$ cat src/rtl/input_cmd_queue.sv
// Per-frame button sampler turning presses and held-direction auto-repeat into 3-bit commands.
// Commands sit in a DEPTH-entry FIFO with a registered head; it drops new commands when full.
module input_cmd_queue #(
  parameter int DEPTH        = 8,
  parameter int REPEAT_DELAY = 20,
  parameter int REPEAT_RATE  = 6
) (
  input  logic                     clk,
  input  logic                     reset,
  input  logic [10:0]              buttons,
  input  logic                     vga_vs,
  input  logic                     cmd_ready,
  output logic                     cmd_valid,
  output logic [2:0]               cmd_code,
  output logic [$clog2(DEPTH):0]   fifo_count,
  output logic                     overflow,
  output logic                     frame_tick
);
  localparam int PW = $clog2(DEPTH);
  localparam int CW = PW + 1;
  localparam int HW = $clog2(REPEAT_DELAY + 1);

  logic          vs_s1, vs_s2, vs_s3;
  logic [6:0]    cur, prev, nw;
  logic [2:0]    dir, dir_q, press, sel;
  logic [HW-1:0] hold_cnt, hold_n;
  logic          rep, push, do_pop, do_push, full;
  logic [2:0]    mem [DEPTH];
  logic [PW-1:0] rd_ptr, wr_ptr, rd_nxt;
  logic [2:0]    head_n;
  logic          unused_btn;

  // C, X, Y, Z never produce commands; only the used buttons are tracked.
  assign cur        = {buttons[10], buttons[5:0]};
  assign unused_btn = ^buttons[9:6];

  always_ff @(posedge clk or posedge reset) begin
    if (reset) begin
      vs_s1      <= 1'b1;
      vs_s2      <= 1'b1;
      vs_s3      <= 1'b1;
      frame_tick <= 1'b0;
    end else begin
      vs_s1      <= vga_vs;
      vs_s2      <= vs_s1;
      vs_s3      <= vs_s2;
      frame_tick <= vs_s3 & ~vs_s2;
    end
  end

  always_comb begin
    nw     = cur & ~prev;
    press  = 3'd0;
    if      (nw[6]) press = 3'd7;
    else if (nw[4]) press = 3'd5;
    else if (nw[5]) press = 3'd6;
    else if (nw[0]) press = 3'd1;
    else if (nw[1]) press = 3'd2;
    else if (nw[2]) press = 3'd3;
    else if (nw[3]) press = 3'd4;
    dir = 3'd0;
    if      (cur[0]) dir = 3'd1;
    else if (cur[1]) dir = 3'd2;
    else if (cur[2]) dir = 3'd3;
    else if (cur[3]) dir = 3'd4;
    // The frame a direction first appears counts as held frame 1.
    hold_n = hold_cnt;
    rep    = 1'b0;
    if (dir == 3'd0)
      hold_n = '0;
    else if (dir != dir_q)
      hold_n = HW'(1);
    else if (hold_cnt + HW'(1) == HW'(REPEAT_DELAY)) begin
      hold_n = HW'(REPEAT_DELAY - REPEAT_RATE);
      rep    = 1'b1;
    end else
      hold_n = hold_cnt + HW'(1);
    sel = (press != 3'd0) ? press : (rep ? dir : 3'd0);
  end

  always_ff @(posedge clk or posedge reset) begin
    if (reset) begin
      prev     <= '1;
      dir_q    <= 3'd0;
      hold_cnt <= '0;
    end else if (frame_tick) begin
      prev     <= cur;
      dir_q    <= dir;
      hold_cnt <= hold_n;
    end
  end

  assign push      = frame_tick && (sel != 3'd0);
  assign cmd_valid = (fifo_count != '0);
  assign full      = (fifo_count == CW'(DEPTH));
  assign do_pop    = cmd_valid & cmd_ready;
  assign do_push   = push & (~full | do_pop);
  assign rd_nxt    = rd_ptr + PW'(1);

  // Head is kept in its own register so it updates on the same edge as the write.
  always_comb begin
    head_n = cmd_code;
    if (do_pop) begin
      if (fifo_count > CW'(1)) head_n = mem[rd_nxt];
      else if (do_push)        head_n = sel;
    end else if (!cmd_valid && do_push) begin
      head_n = sel;
    end
  end

  always_ff @(posedge clk) begin
    if (do_push) mem[wr_ptr] <= sel;
  end

  always_ff @(posedge clk or posedge reset) begin
    if (reset) begin
      rd_ptr     <= '0;
      wr_ptr     <= '0;
      fifo_count <= '0;
      cmd_code   <= 3'd0;
      overflow   <= 1'b0;
    end else begin
      cmd_code <= head_n;
      if (do_pop)  rd_ptr <= rd_nxt;
      if (do_push) wr_ptr <= wr_ptr + PW'(1);
      if (do_push && !do_pop)      fifo_count <= fifo_count + CW'(1);
      else if (do_pop && !do_push) fifo_count <= fifo_count - CW'(1);
      if (push && !do_push) overflow <= 1'b1;
    end
  end
endmodule

$ cat config.mk
export PLATFORM = sky130hd
export DESIGN_NAME = input_cmd_queue
export DESIGN_NICKNAME = d
export VERILOG_FILES = /design/src/rtl/input_cmd_queue.sv
export SDC_FILE = /design/constraint.sdc
export NUM_CORES = 1
export LEC_CHECK = 0
export ABC_AREA = 1
export ABC_CLOCK_PERIOD_IN_PS = 2700
export CAP_MARGIN = 20
export CORE_MARGIN = 4
export CORE_UTILIZATION = 30
export CTS_CLUSTER_SIZE = 30
export DETAILED_ROUTE_END_ITERATION = 10
export PLACE_DENSITY = 0.5
export SLEW_MARGIN = 25
export SYNTH_ARGS = -nofsm -noshare
export SYNTH_HDL_FRONTEND = slang
export SYNTH_SLANG_ARGS = --single-unit
$ cat constraint.sdc
create_clock -name clk -period 2.7 [get_ports clk]
set_input_delay 0.54 -clock clk [delete_from_list [all_inputs] [get_ports clk]]
set_output_delay 0.54 -clock clk [all_outputs]
set_load 0.03 [all_outputs]
* Word-level counts from Yosys, hierarchy flattened *
Memory sizes are Yosys's and may differ from the RTL's.
Index checks and enable logic that the tools add are counted.

word-level totals
  bits in registers = 33
  bits in writable memories = 24
  input bits = 15
  output and inout port bits = 10
  logic and storage cells = 73
  memories = 1

cells by class
  $add $sub $neg = 5
  $lt $le $gt $ge = 1
  equality and inequality tests = 4
  mux-type cells = 27
  bitwise operators = 8
  reduce and logical (&&, ||, !) cells = 15

memories
  name  words  width  rd ports  clocked after memory_dff  wr ports  line  RTL
  mem   8      3      1         0                         1         28    logic [2:0] mem [DEPTH];

operator list
  kind                                                 count
  two-way mux 3 bit                                    17
  two-way mux 5 bit                                    3
  two-way mux 4 bit                                    2
  AND 7 bit                                            1
  inverter 7 bit                                       1
  adder 3 x 1 -> 3 bit (second input constant)         2
  nonzero test 3 bit                                   2
  adder 5 x 1 -> 5 bit (second input constant)         1
  equality test 5 bit (second input constant)          1
  logical AND 1 bit                                    5
  two-way mux 1 bit                                    5
  adder 4 x 1 -> 4 bit (second input constant)         1
  equality test 4 bit (second input constant)          1
  > comparator 4 x 1 -> 1 bit (second input constant)  1
  nonzero test 2 bit                                   2
  nonzero test 4 bit                                   1
  subtractor 4 x 1 -> 4 bit (second input constant)    1
  AND 1 bit                                            3
  logical NOT 1 bit                                    3
  logical NOT 3 bit                                    1
  != test 3 x 1 -> 1 bit (second input constant)       1
  != test 3 bit                                        1
  inverter 1 bit                                       2
  AND reduction 2 bit                                  1
  bitwise OR 1 bit                                     1

* Logic depth before layout (Yosys ltp) *
  depth after elaboration = 18
  gate-level depth with buffers = 18
  gate-level depth less buffers = 18

* Least setup slack after synthesis *
No wires, ideal clock.

  path type = input -> register
  from = in buttons[1]
  to = mem mem[6][0], enable pin
  library setup time = 0.307 ns
  arrival = 1.915 ns
  required time = 2.393 ns
  slack = 0.478 ns
  stages = 15
  buffers on the path = 0
  cells stage by stage = inv_1 -> nand2_1 -> nand2_2 -> nand2_2 -> nand2_2 -> nor2_4 -> nand4_1 -> nor2_1 -> nor2_1 -> nand3_2 -> nand2_4 -> nor2_4 -> inv_2 -> or2_4 -> nor2_2

on the way
  cells in the longest elaborated chain, start to end = 13
  elaborated cells on any way between the ends = 20
  classes of those cells = eq/ne (1); mux (13); bitwise (2); reduce/logical (4)

RTL lines
  element                                      line  RTL
  from (decl)                                  10    input logic [10:0] buttons,
  AND 7 bit                                    52    nw = cur & ~prev;
  two-way mux 3 bit                            58    else if (nw[1]) press = 3'd2;
  two-way mux 3 bit                            57    else if (nw[0]) press = 3'd1;
  two-way mux 3 bit                            56    else if (nw[5]) press = 3'd6;
  two-way mux 3 bit                            55    else if (nw[4]) press = 3'd5;
  two-way mux 3 bit                            54    if (nw[6]) press = 3'd7;
  nonzero test 3 bit                           78    sel = (press != 3'd0) ? press : (rep ? dir : 3'd0);
  two-way mux 3 bit (*)                        78
  nonzero test 3 bit (*)                       93    assign push = frame_tick && (sel != 3'd0);
  logical AND 1 bit (*)                        93
  AND 1 bit (*)                                97    assign do_push = push & (~full | do_pop);
  two-way mux 1 bit (*)                        112   if (do_push) mem[wr_ptr] <= sel;
  two-way mux 1 bit (implied by the code) (*)  112
  to (decl)                                    28

Mark *: on every way between the ends. The rest lies on a longest branch, timed or not.

* Worst setup path after layout *
  from = reg fifo_count[0]
  to = out cmd_valid

on the way
  cells in the longest elaborated chain, start to end = 1

RTL lines
  element                 line  RTL
  from (decl)             15    output logic [$clog2(DEPTH):0] fifo_count,
  from (signal assigned)  126   if (do_push && !do_pop) fifo_count <= fifo_count + CW'(1);
  from (signal assigned)  127   else if (do_pop && !do_push) fifo_count <= fifo_count - CW'(1);
  nonzero test 4 bit      94    assign cmd_valid = (fifo_count != '0);
  to (decl)               13    output logic cmd_valid,

Every way passes these cells.

==> flow_summary.rst <==
.. list-table::
   :header-rows: 1

   * - Metric
     - Value
   * - Run status
     - finished, final reports clean
   * - Least-Margin Pin Slew
     - 0.446 ns
   * - Cell Area, Synth
     - around 2900 µm²
   * - Drt drc
     - 0
   * - Die Width
     - 106 µm
   * - Post-cts repair resize count
     - 0
   * - Residual antenna-violating net count after detailed routing
     - 0
   * - Combined area of the multi-input logic cells
     - 1160 µm²
   * - Setup TNS Final
     - 0 ns
   * - RSZ-0062 raised after global routing
     - false
   * - Arrival time at the worst endpoint
     - 2.00 ns
   * - Count of final max-slew check failures
     - 0
   * - Final net count
     - slightly above 400
   * - Maximum count of clock buffers along a single path
     - 2
   * - Total inserted antenna cells
     - 0
   * - Critical path class
     - reg -> out
   * - Synth top cells by count
     - sky130_fd_sc_hd__nand2_1 (88), sky130_fd_sc_hd__inv_1 (49), sky130_fd_sc_hd__nand3_1 (36)
   * - Sequential fraction of the synthesis area
     - 53.7%
   * - TritonCTS clock tree
     - yes
   * - Pwr per Cell Area
     - 889 nW/µm²
   * - Congestion Overflow GR
     - 0
   * - Number of buffer cells added on primary ports
     - 20
   * - Number of enable flip-flop cells after synthesis
     - 24
   * - Number of top-level pins
     - 25
   * - Primary FF master, synth
     - sky130_fd_sc_hd__edfxtp_1
   * - Achievable frequency
     - about 390 MHz
   * - Clock root buffer
     - sky130_fd_sc_hd__clkbuf_8
   * - HPWL after detailed placement
     - 4.32 mm
   * - Leak Pwr
     - 1.63 nW
   * - Max FO, Critical Path
     - 7
   * - Critical path startpoint category
     - flop
   * - Number of synthesized register bits
     - 57
   * - Pre-CTS setup slack
     - -0.283 ns
   * - Initial core utilization
     - 31.1%
   * - Clock-pin slew of the registers on the worst-case setup and hold paths
     - 0.07 ns
   * - Vias/cell
     - ~4.3
   * - IR drop worst, VDD
     - 0.309 mV
   * - Placeable core region
     - 9330 µm²
   * - Clock sinks
     - 57
   * - Antenna violations before repair
     - 0
   * - Vias
     - 2233
   * - DRC marker count from the first detailed-route iteration
     - 78
   * - Fillers
     - 951
   * - Overall fraction of global-route tracks in use
     - 11.3%
   * - Mapped Cells
     - 337
   * - Synth unique cells
     - 31
   * - Worst reg2reg setup slack
     - 0.35 ns
   * - H-Tree Depth
     - 3
   * - Largest net degree at the start of global routing
     - 34
   * - Cell with the most instances after synthesis
     - sky130_fd_sc_hd__nand2_1
   * - Final weighted congestion in routability-driven placement
     - 0.837
   * - Count of endpoints failing setup in the final report
     - 0
   * - Global-route wire length before repair
     - 10.1 mm
   * - Total power of the final layout
     - 3.25 mW
   * - Final clock skew
     - 0.0101 ns
   * - DR pass1 iterations
     - 5
   * - Hold_ws
     - 0.358 ns
   * - Site Rows
     - 35
   * - Count of hold buffers inserted by post-cts repair
     - 0
   * - WL/cell
     - 11.2 µm
   * - Fraction of synthesis flops using an asynchronous set or reset pin
     - a little under 60%
   * - Total die area
     - 11300 µm²
   * - Synth top area cells
     - sky130_fd_sc_hd__edfxtp_1 (25%), sky130_fd_sc_hd__dfrtp_1 (20%), sky130_fd_sc_hd__nand2_1 (11%), sky130_fd_sc_hd__dfstp_2 (9.1%), sky130_fd_sc_hd__inv_1 (6.3%)
   * - Die extent in y
     - 106 µm
   * - Post-CTS Repair Setup Buffers
     - 0
   * - Number of nets produced by synthesis
     - between 300 and 400
   * - Vias in the first global route
     - 2205
   * - Total routed wirelength
     - between 5 and 6 mm
   * - Final worst-path cycle share
     - 94.2%
   * - Yosys warns
     - 0
   * - Worst min-delay path category
     - reg -> reg
   * - Crit path capture type
     - output port
   * - Footprint of the flip-flops and latches
     - 1560 µm²
   * - Area growth from synthesis to layout
     - 26.0%
   * - Number of maximum-capacitance constraint violations
     - 0
   * - Required time of the critical path
     - 2.16 ns
   * - Avg Cell Area, Syn
     - 8.61 µm²
   * - Relative slew slack
     - ~70%
   * - Fraction of layout cells with a size suffix above 1
     - 17.6%
   * - Fraction of post-synthesis cell area in the top cell type by area
     - 24.8%
   * - Final-report hold violation count
     - 0
   * - Library cell occupying the most area in the post-synthesis netlist
     - sky130_fd_sc_hd__edfxtp_1
   * - Clock buffers created by TritonCTS
     - 9
   * - Insertion delay to the later sink of the worst-skew pair
     - 0.33 ns
   * - Min setup slack post-route
     - 0.156 ns
   * - Final critical-path required period
     - 2.54 ns
==> critical path: stages (launching register included) <==
cell                              delay (ns)
sky130_fd_sc_hd__dfrtp_1                0.48
sky130_fd_sc_hd__inv_1                  0.09
sky130_fd_sc_hd__ha_1                   0.20
sky130_fd_sc_hd__inv_1                  0.07
sky130_fd_sc_hd__nor2_1                 0.18
sky130_fd_sc_hd__inv_1                  0.06
sky130_fd_sc_hd__clkdlybuf4s50_1        0.59
==> report_power, final <==
part	internal (mW)	switching, mW	leakage [nW]
logic	0.496	0.784	0.943
clock network	0.420	0.345	0.0836
registers	1.08	0.124	0.606
total	2.00	1.25	1.63
==> cell type report <==
| cell class | instances | area share, % |
|---|---|---|
| multi-input cells | 223 | 31.6 |
| flip-flops and latches | 57 | 42.6 |
| repair buffers | 46 | 10.9 |
| inverters | 51 | 5.23 |
| clock buffers | 10 | 3.49 |
| clock inverters | 6 | 1.64 |
| well taps | 129 | 4.41 |
==> through the flow <==
step | cells | area (µm²) | utilization [%]
finish | 522 | 3660 | 39.2
floorplan | 337 | 2900 | -
global route | 522 | 3660 | 39.2
detailed placement | 506 | 3430 | 36.8
CTS | 522 | 3620 | 38.8
global placement | 506 | 3430 | 36.8
==> sequential cells by signal, indices dropped and copies added (netlist names) <==
signal	count
wr_ptr	3
mem	24
vs_s1	1
cmd_code	3
dir_q	3
rd_ptr	3
prev	7
fifo_count	4
vs_s2	1
vs_s3	1
frame_tick	1
overflow	1
hold_cnt	5
==> metal layers <==
layer / vias to the layer above / track usage (%) / routed length, µm
met5: - / 0 / 0
met4: 0 / 3.15 / 66
met3: 6 / 3.70 / 144
met2: 26 / 17.9 / 2710
met1: 1013 / 14.7 / 2930
li1: 1188 / - / -
==> worst paths after layout <==
path,start,endpoint,cells past startpoint
max in group asynchronous,reset,prev[5],3
min reg2reg,vs_s1,vs_s2,0
max,fifo_count[0],cmd_valid,6
min,vs_s1,vs_s2,0
min in group asynchronous,reset,hold_cnt[1],3
max reg2reg,prev[6],mem[6][1],15
==> layout by cell type (no fill, tap or decap), drive strengths merged, types with 2 or more instances in the layout <==
| cell type | instances |
|---|---|
| buf | 26 |
| inv | 51 |
| nand4 | 7 |
| dlymetal6s2s | 2 |
| clkinv | 2 |
| nor2 | 31 |
| dfstp | 10 |
| clkdlybuf4s50 | 18 |
| dfrtp | 23 |
| edfxtp | 24 |
| a21oi | 2 |
| nor3 | 2 |
| xor2 | 6 |
| nand2 | 94 |
| o21ai | 23 |
| xnor2 | 4 |
| o22ai | 3 |
| ha | 6 |
| or2 | 2 |
| clkinvlp | 3 |
| clkbuf | 10 |
| nand3 | 38 |
==> logic make-up (layout without fill, tap and decap cells) <==
| kind of cell | count (synthesis) | after routing | share of synthesized area [%] |
|---|---|---|---|
| fa+ha+maj | 6 | 6 | 2.59 |
| xor+xnor | 10 | 10 | 3.02 |
| compound gates | 32 | 32 | 6.04 |
| flops | 57 | 57 | 53.7 |
| buf+inv | 57 | 113 | 7.42 |
| simple gates | 175 | 175 | 27.2 |
No activity file was read; power rests on OpenSTA's default activity.
